## src/rtl/occupancy_counter.sv

```systemverilog
// Parking-lot occupancy counter: car count, free spaces, EMPTY/AVAIL/FULL status and sticky error flags.
// Define OCC_BCD_EN to build the sequential double-dabble BCD converter that drives occ_bcd/bcd_valid.
module occupancy_counter #(
   parameter int CAPACITY   = 99,
   parameter int CNT_W      = 7,
   parameter int BCD_DIGITS = 3
) (
   input  logic                    clk,
   input  logic                    reset,
   input  logic                    car_enter,
   input  logic                    car_exit,
   input  logic                    clr_err,
   output logic [CNT_W-1:0]        count,
   output logic [CNT_W-1:0]        spaces_left,
   output logic                    lot_empty,
   output logic                    lot_full,
   output logic                    err_overflow,
   output logic                    err_underflow,
   output logic [4*BCD_DIGITS-1:0] occ_bcd,
   output logic                    bcd_valid
);

   localparam logic [CNT_W-1:0] CAP_V = CNT_W'(CAPACITY);

   // One-hot encoding so lot_empty/lot_full are straight register bits
   typedef enum logic [2:0] {
      S_EMPTY = 3'b001,
      S_AVAIL = 3'b010,
      S_FULL  = 3'b100
   } state_t;

   state_t           r_state, w_state_nxt;
   logic [CNT_W-1:0] r_count, r_spaces, w_count_nxt;
   logic             r_err_ov, r_err_un;
   logic             w_inc, w_dec, w_ovf, w_unf, w_chg;

   assign w_inc = car_enter & ~car_exit & (r_count != CAP_V);
   assign w_dec = car_exit & ~car_enter & (r_count != '0);
   assign w_ovf = car_enter & ~car_exit & (r_count == CAP_V);
   assign w_unf = car_exit & ~car_enter & (r_count == '0);
   assign w_chg = w_inc | w_dec;

   always_comb begin
      w_count_nxt = r_count;
      if (w_inc)
         w_count_nxt = r_count + CNT_W'(1);
      else if (w_dec)
         w_count_nxt = r_count - CNT_W'(1);
   end

   // Next status follows the next count, which also covers CAPACITY==1 (EMPTY<->FULL)
   always_comb begin
      w_state_nxt = r_state;
      if (w_chg) begin
         if (w_count_nxt == '0)
            w_state_nxt = S_EMPTY;
         else if (w_count_nxt == CAP_V)
            w_state_nxt = S_FULL;
         else
            w_state_nxt = S_AVAIL;
      end
   end

   always_ff @(posedge clk or posedge reset) begin
      if (reset) begin
         r_state  <= S_EMPTY;
         r_count  <= '0;
         r_spaces <= CAP_V;
         r_err_ov <= 1'b0;
         r_err_un <= 1'b0;
      end else begin
         r_state  <= w_state_nxt;
         r_count  <= w_count_nxt;
         r_spaces <= CAP_V - w_count_nxt;
         if (w_ovf)
            r_err_ov <= 1'b1;
         else if (clr_err)
            r_err_ov <= 1'b0;
         if (w_unf)
            r_err_un <= 1'b1;
         else if (clr_err)
            r_err_un <= 1'b0;
      end
   end

   assign count         = r_count;
   assign spaces_left   = r_spaces;
   assign lot_empty     = r_state[0];
   assign lot_full      = r_state[2];
   assign err_overflow  = r_err_ov;
   assign err_underflow = r_err_un;

`ifdef OCC_BCD_EN
   localparam int                BW   = 4*BCD_DIGITS;
   localparam int                STW  = $clog2(CNT_W+1);
   localparam logic [STW-1:0]    LAST = STW'(CNT_W-1);

   logic [CNT_W-1:0] r_bin;
   logic [BW-1:0]    r_acc, r_bcd, w_adj, w_shift;
   logic [STW-1:0]   r_step;
   logic             r_busy, r_valid;

   always_comb begin
      w_adj = r_acc;
      for (int unsigned d = 0; d < BCD_DIGITS; d++) begin
         if (r_acc[4*d +: 4] >= 4'd5)
            w_adj[4*d +: 4] = r_acc[4*d +: 4] + 4'd3;
      end
      w_shift = {w_adj[BW-2:0], r_bin[CNT_W-1]};
   end

   // A count change always reloads, so an in-flight stale result is simply dropped
   always_ff @(posedge clk or posedge reset) begin
      if (reset) begin
         r_bin   <= '0;
         r_acc   <= '0;
         r_step  <= '0;
         r_busy  <= 1'b0;
         r_bcd   <= '0;
         r_valid <= 1'b1;
      end else if (w_chg) begin
         r_bin   <= w_count_nxt;
         r_acc   <= '0;
         r_step  <= '0;
         r_busy  <= 1'b1;
         r_valid <= 1'b0;
      end else if (r_busy) begin
         r_bin  <= r_bin << 1;
         r_acc  <= w_shift;
         r_step <= r_step + STW'(1);
         if (r_step == LAST) begin
            r_busy  <= 1'b0;
            r_bcd   <= w_shift;
            r_valid <= 1'b1;
         end
      end
   end

   assign occ_bcd   = r_bcd;
   assign bcd_valid = r_valid;
`else
   assign occ_bcd   = '0;
   assign bcd_valid = 1'b0;
`endif

endmodule

```

## config.mk

```make
export PLATFORM = sky130hd
export DESIGN_NAME = occupancy_counter
export DESIGN_NICKNAME = d
export VERILOG_FILES = /design/src/rtl/occupancy_counter.sv
export SDC_FILE = /design/constraint.sdc
export NUM_CORES = 1
export LEC_CHECK = 0
export CORE_ASPECT_RATIO = 1.25
export CORE_MARGIN = 3
export CORE_UTILIZATION = 49
export CTS_CLUSTER_SIZE = 8
export DETAILED_ROUTE_END_ITERATION = 8
export PLACE_DENSITY = 0.93
export SKIP_CTS_REPAIR_TIMING = 1
export SYNTH_ARGS = -nofsm -noshare
export SYNTH_HDL_FRONTEND = slang
export SYNTH_SLANG_ARGS = --single-unit
export TNS_END_PERCENT = 20
```

## constraint.sdc

```tcl
create_clock -name clk -period 6.3 [get_ports clk]
set_input_delay 1.26 -clock clk [delete_from_list [all_inputs] [get_ports clk]]
set_output_delay 1.26 -clock clk [all_outputs]
set_load 0.01 [all_outputs]
```

==> results of run 1 <==
-- worst reg2reg max path: cells and delay by family (launching register included) --
family / cells / cell delay [ns]
compound gates: 3 / 0.73
flops: 1 / 0.49
fa+ha+maj: 2 / 0.38
simple gates: 2 / 0.56
xor+xnor: 1 / 0.20
buf+inv: 2 / 0.26
-- flip-flops by register name, summed over array words and instances, names as in the netlist --
name	count
spaces_left	7
count	6
r_state	2
err_overflow	1
err_underflow	1
-- worst paths after layout --
check,start,endpoint,slack (ns),depth (start not counted)
min in group asynchronous,reset,spaces_left[4],1.36,2
worst min-delay path,r_state[2],r_state[2],0.50,2
worst min register to register,r_state[2],r_state[2],0.50,2
worst max-delay path,car_enter,r_state[0],2.93,9
max in group asynchronous,reset,err_overflow,4.54,2
worst max register to register,count[0],r_state[0],3.58,10
-- final cells by class --
| type | count | share of cell area |
|---|---|---|
| multi-input combinational | 75 | 0.432 |
| sequential | 17 | 0.326 |
| inverter | 10 | 0.0283 |
| clock buffer | 4 | 0.0198 |
| tap | 30 | 0.0283 |
| timing repair buffer | 22 | 0.166 |
-- cell families after synthesis --
| group | Yosys count | synth area share |
|---|---|---|
| flops | 17 | 0.386 |
| other cells | 1 | 0.00336 |
| fa+ha+maj | 4 | 0.0448 |
| simple gates | 31 | 0.184 |
| buf+inv | 26 | 0.142 |
| compound gates | 18 | 0.161 |
| xor+xnor | 8 | 0.0694 |
| mux | 1 | 0.00896 |
-- power breakdown --
| part | leakage, nW | internal, W | switching, W | total, W |
|---|---|---|---|---|
| clock network | 0.0150 | 0.0000245 | 0.0000310 | 0.0000555 |
| registers | 0.199 | 0.000165 | 0.0000535 | 0.000219 |
| logic | 0.362 | 0.000165 | 0.000170 | 0.000334 |
| total | 0.577 | 0.000354 | 0.000254 | 0.000609 |
-- routing by layer --
| metal | vias up | global-route usage |
|---|---|---|
| li1 | 384 | - |
| met5 | - | 0 |
| met3 | 2 | 0.0252 |
| met4 | 0 | 0.0772 |
| met1 | 393 | 0.178 |
| met2 | 34 | 0.289 |
-- layout by cell type, fill, tap and decap left out, drive strengths merged, types with 3 or more instances in the layout --
master,netlist,layout
ha,4,4
or3,3,3
dfstp,5,5
nand3b,3,3
dfrtp,12,12
xnor2,4,4
xor2,4,4
conb,1,13
a21oi,3,3
clkdlybuf4s50,0,22
inv,10,10
clkbuf,0,4
nand2,8,8
-- through the flow --
stage          std cells  area (sq um)
2_1_floorplan        118          1160
3_3_place_gp         154          1300
3_5_place_dp         154          1300
4_1_cts              158          1330
5_1_grt              158          1330
6_report             158          1330
==> results.json, run 1 <==
{
  "status": "finished, final reports clean",
  "avgRoutedWirePerCell_um": 13.1,
  "timing.setup.tns_ns": 0,
  "synth_enable_flop_cells": 0,
  "setup_viol": 0,
  "die-height_um": 59.4,
  "fp-row-count": 18,
  "wl_met3_um": 115,
  "peakVddDrop_uv": 262,
  "synth_top_area_share": 0.269,
  "drive_above_1_share": 0.203,
  "synthTopCellsByArea": "dfrtp_1 (27%), dfstp_2 (12%), buf_4 (9.4%), ha_1 (4.5%), xor2_1 (3.1%)",
  "port_buffers": 22,
  "synthArstFlopShare": 1.00,
  "cp_top_family": "buffers and inverters",
  "holdWs_ns": 0.501,
  "synth-seq-cells": 17,
  "slowest_stage": "clkdlybuf4s50_1",
  "cts_sinks": 17,
  "dieArea_sq_mm": 0.00289,
  "avgViaCountPerCell": 5.15,
  "wl_met1_um": 889,
  "drtIter0Drc": 12,
  "synth.most_common_cell": "buf_4",
  "num_vias": 813,
  "synth_commonest_cells": "buf_4 (14), dfrtp_1 (12), inv_1 (9)",
  "cts_max_level": 1,
  "utilization": 0.639,
  "grt_util_all_layers": 0.157,
  "cp.arrival_ns": 3.55,
  "timing.final.ws_setup_ns": 2.93,
  "post-route-period-util": 0.534,
  "tightestPinTransition_ns": 0.631,
  "insertion_delay_ns": 0.28,
  "fillCellCount": 180,
  "cts_tree": "built",
  "hp-class": "flop to flop",
  "synth_top_area_cell": "dfrtp_1",
  "clockBufferDepth": 2,
  "required_ns": 6.48,
  "synth_seq_area_share": 0.386,
  "multi_input_area_sq_um": 572,
  "grt_pass1_wl_um": 3560,
  "path_cells": "clkdlybuf4s50_1 > or3b_2 > o221ai_1 > a21oi_1 > xor2_1 > inv_1 > ha_1 > nand3b_2 > o41ai_2",
  "clkTransAtPathRegs_ns": 0.09,
  "p_per_area_mw_per_mm2": 459,
  "maxSlewHeadroom": 0.579,
  "ant_nets": 0,
  "power_w": 0.000609,
  "critPathMaxFanout": 8,
  "first_pass_iters": 4,
  "p_leak_nw": 0.577,
  "grt_pass1_vias": 837,
  "wl_um": 2080,
  "dp_hpwl_um": 1620,
  "synth_cell_type_count": 47,
  "fmax_mhz": 297,
  "io_pins": 36,
  "fin_worst_skew_ns": 0.000829,
  "area_delta_synth_final_pct": 18.6,
  "antenna_cells": 0,
  "cts_made_buffers": 3,
  "dr_wl_met2_um": 1040,
  "endpoint_kind": "flop",
  "crit_buf_inv": 2,
  "initial_core_util": 0.539,
  "seq_area_sq_um": 432,
  "grt_max_degree": 18,
  "synth_area_sq_mm": 0.00112,
  "syn_inst": 106,
  "rsz0062_at_grt": "false",
  "place_ws_ns": 2.67,
  "hold_viol": 0,
  "maxCapViolCount": 0,
  "drv_slew": 0,
  "highest_layer": "met4",
  "criticalPathCategory": "input pin to flop",
  "synthFlopType": "dfrtp_1",
  "min_period_ns": 3.37,
  "antenna_found_initial": 0,
  "nets": 138,
  "die_w_um": 48.7,
  "critPathMaxStageDelay_ns": 0.64,
  "clock-root-buffer": "clkbuf_4",
  "remaining_drc_errors": 0,
  "syn_avg_cell_area_sq_um": 10.5,
  "gp_congestion": 0.883,
  "yosysWarnings": 0,
  "overflow": 0,
  "coreArea_sq_mm": 0.00207,
  "start_kind": "input pin"
}
No activity file was read; power rests on OpenSTA's default activity.
==> run 2: changes to the inputs <==
--- a/config.mk
+++ b/config.mk
@@ -7,10 +7,10 @@
 export LEC_CHECK = 0
 export CORE_ASPECT_RATIO = 1.25
 export CORE_MARGIN = 3
-export CORE_UTILIZATION = 49
+export CORE_UTILIZATION = 45
 export CTS_CLUSTER_SIZE = 8
 export DETAILED_ROUTE_END_ITERATION = 8
-export PLACE_DENSITY = 0.93
+export PLACE_DENSITY = 0.87
 export SKIP_CTS_REPAIR_TIMING = 1
 export SYNTH_ARGS = -nofsm -noshare
 export SYNTH_HDL_FRONTEND = slang
==> constraint.sdc (replaced) <==
create_clock -name clk -period 3.2 [get_ports clk]
set_input_delay 0.64 -clock clk [delete_from_list [all_inputs] [get_ports clk]]
set_output_delay 0.64 -clock clk [all_outputs]
set_load 0.01 [all_outputs]
==> run 2 against run 1 <==
Net effect: non-clock buffer count stayed put; power increased by 96%; global-route usage decreased by 0.39 points; die area is 7.9% higher; hold slack lost 0.0010 ns; core utilization decreased by 5.8 points; sequential power rose by 95%; via count rose by 2.1%; clock-buffer cell count did not move; clock skew is 0.0045 ns higher; routed wire length increased by 6.2%; combinational power is 97% higher; largest cell class unchanged; largest power group unchanged.
==> results.json, run 2 (synthesis results as in run 1) <==
{
  "status": "finished, final reports clean",
  "post-route-period-util": 0.840,
  "largest_register_ff_count": 7,
  "avgViaCountPerCell": 5.22,
  "timing.setup.tns_ns": 0,
  "timing.rr.start": "count[0]",
  "cts_max_level": 1,
  "maxSlewHeadroom": 0.584,
  "final_common_cell": "clkdlybuf4s50_1",
  "grt_util_all_layers": 0.153,
  "dr_wl_met2_um": 1140,
  "min_from": "r_state[0]",
  "hold_viol": 0,
  "crit_start": "car_enter",
  "coreArea_sq_mm": 0.00228,
  "wl_met3_um": 138,
  "setup_viol": 0,
  "peakVddDrop_uv": 452,
  "instances_no_fill": 159,
  "fin_worst_skew_ns": 0.00536,
  "min_period_ns": 2.69,
  "p_leak_nw": 0.577,
  "maxCapViolCount": 0,
  "grt_max_degree": 18,
  "dp_hpwl_um": 1740,
  "holdWs_ns": 0.500,
  "insertion_delay_ns": 0.28,
  "start_kind": "input pin",
  "io_pins": 36,
  "die-height_um": 61.7,
  "area_delta_synth_final_pct": 18.7,
  "hp-class": "flop to flop",
  "antenna_found_initial": 0,
  "cts_sinks": 17,
  "gp_congestion": 0.943,
  "clkTransAtPathRegs_ns": 0.09,
  "drv_slew": 0,
  "critPathMaxFanout": 8,
  "endpoint_kind": "flop",
  "grt_pass1_wl_um": 3650,
  "cp.arrival_ns": 2.87,
  "avgRoutedWirePerCell_um": 13.9,
  "drive_above_1_share": 0.203,
  "grt_pass1_vias": 774,
  "die_w_um": 50.6,
  "dp.cells": 155,
  "wl_um": 2200,
  "antenna_cells": 0,
  "criticalPathCategory": "input pin to flop",
  "clock-root-buffer": "clkbuf_4",
  "path_cells": "clkdlybuf4s50_1 > or3b_2 > o221ai_1 > a21oi_1 > xor2_1 > inv_1 > ha_1 > nand3b_2 > o41ai_2",
  "port_buffers": 22,
  "remaining_drc_errors": 0,
  "cts_tree": "built",
  "slowest_stage": "clkdlybuf4s50_1",
  "cts_made_buffers": 3,
  "wl_met1_um": 894,
  "initial_core_util": 0.490,
  "layout.cell_area.non_filler_sq_mm": 0.00133,
  "place_ws_ns": 0.223,
  "required_ns": 3.38,
  "overflow": 0,
  "first_pass_iters": 4,
  "nets": 138,
  "highest_layer": "met4",
  "num_vias": 830,
  "timing.final.ws_setup_ns": 0.511,
  "p_per_area_mw_per_mm2": 902,
  "fp-row-count": 19,
  "fillCellCount": 219,
  "dieArea_sq_mm": 0.00312,
  "clockBufferDepth": 2,
  "critPathMaxStageDelay_ns": 0.65,
  "fmax_mhz": 372,
  "rsz0062_at_grt": "false",
  "final_cell_mix": "clkdlybuf4s50_1 (22), conb_1 (13), dfrtp_1 (12), inv_1 (9), nand2_1 (8)",
  "ant_nets": 0,
  "drtIter0Drc": 8,
  "placed_area_sq_mm": 0.00130,
  "tightestPinTransition_ns": 0.623
}
-- run 2: power by group --
| group | leakage (nW) | internal (W) | switching, W |
|---|---|---|---|
| logic | 0.362 | 0.000324 | 0.000333 |
| clock network | 0.0150 | 0.0000483 | 0.0000615 |
| registers | 0.199 | 0.000325 | 0.000103 |
| total | 0.577 | 0.000698 | 0.000498 |
-- run 2: final cells by class --
cell class / count / area, sq um / area share
inverter: 10 / 37.5 / 0.0283
timing repair buffer: 22 / 220 / 0.166
tap: 31 / 38.8 / 0.0292
clock buffer: 4 / 26.3 / 0.0198
multi-input combinational: 75 / 572 / 0.431
sequential: 17 / 432 / 0.325
-- run 2: worst paths after layout --
kind | depth (start not counted) | to | slack (ns)
worst max-delay path | 9 | r_state[0] | 0.51
worst min-delay path | 2 | r_state[0] | 0.50
worst max register to register | 10 | r_state[0] | 0.53
worst min register to register | 2 | r_state[0] | 0.50
max in group asynchronous | 2 | count[4] | 2.07
min in group asynchronous | 2 | r_state[2] | 0.73
-- run 2: per-layer routing --
layer / vias to the layer above / global-route usage
met5: - / 0
met4: 0 / 0.0654
met3: 4 / 0.0310
met2: 33 / 0.259
met1: 408 / 0.194
li1: 385 / -
-- run 2: stage by stage --
step	power, W	util
floorplan	0.000844	-
global placement	0.00107	0.570
detailed placement	0.00109	0.570
CTS	0.00121	0.581
global route	0.00129	0.581
finish	0.00120	0.581
-- run 2: worst max-delay path, delay by kind of cell --
kind / cells / cell delay, ns
adders and majority gates: 1 / 0.23
AOI/OAI and AO/OA: 3 / 0.49
xor gates and xnor gates: 1 / 0.19
and+or+nand+nor: 2 / 0.59
buffers and inverters: 2 / 0.73
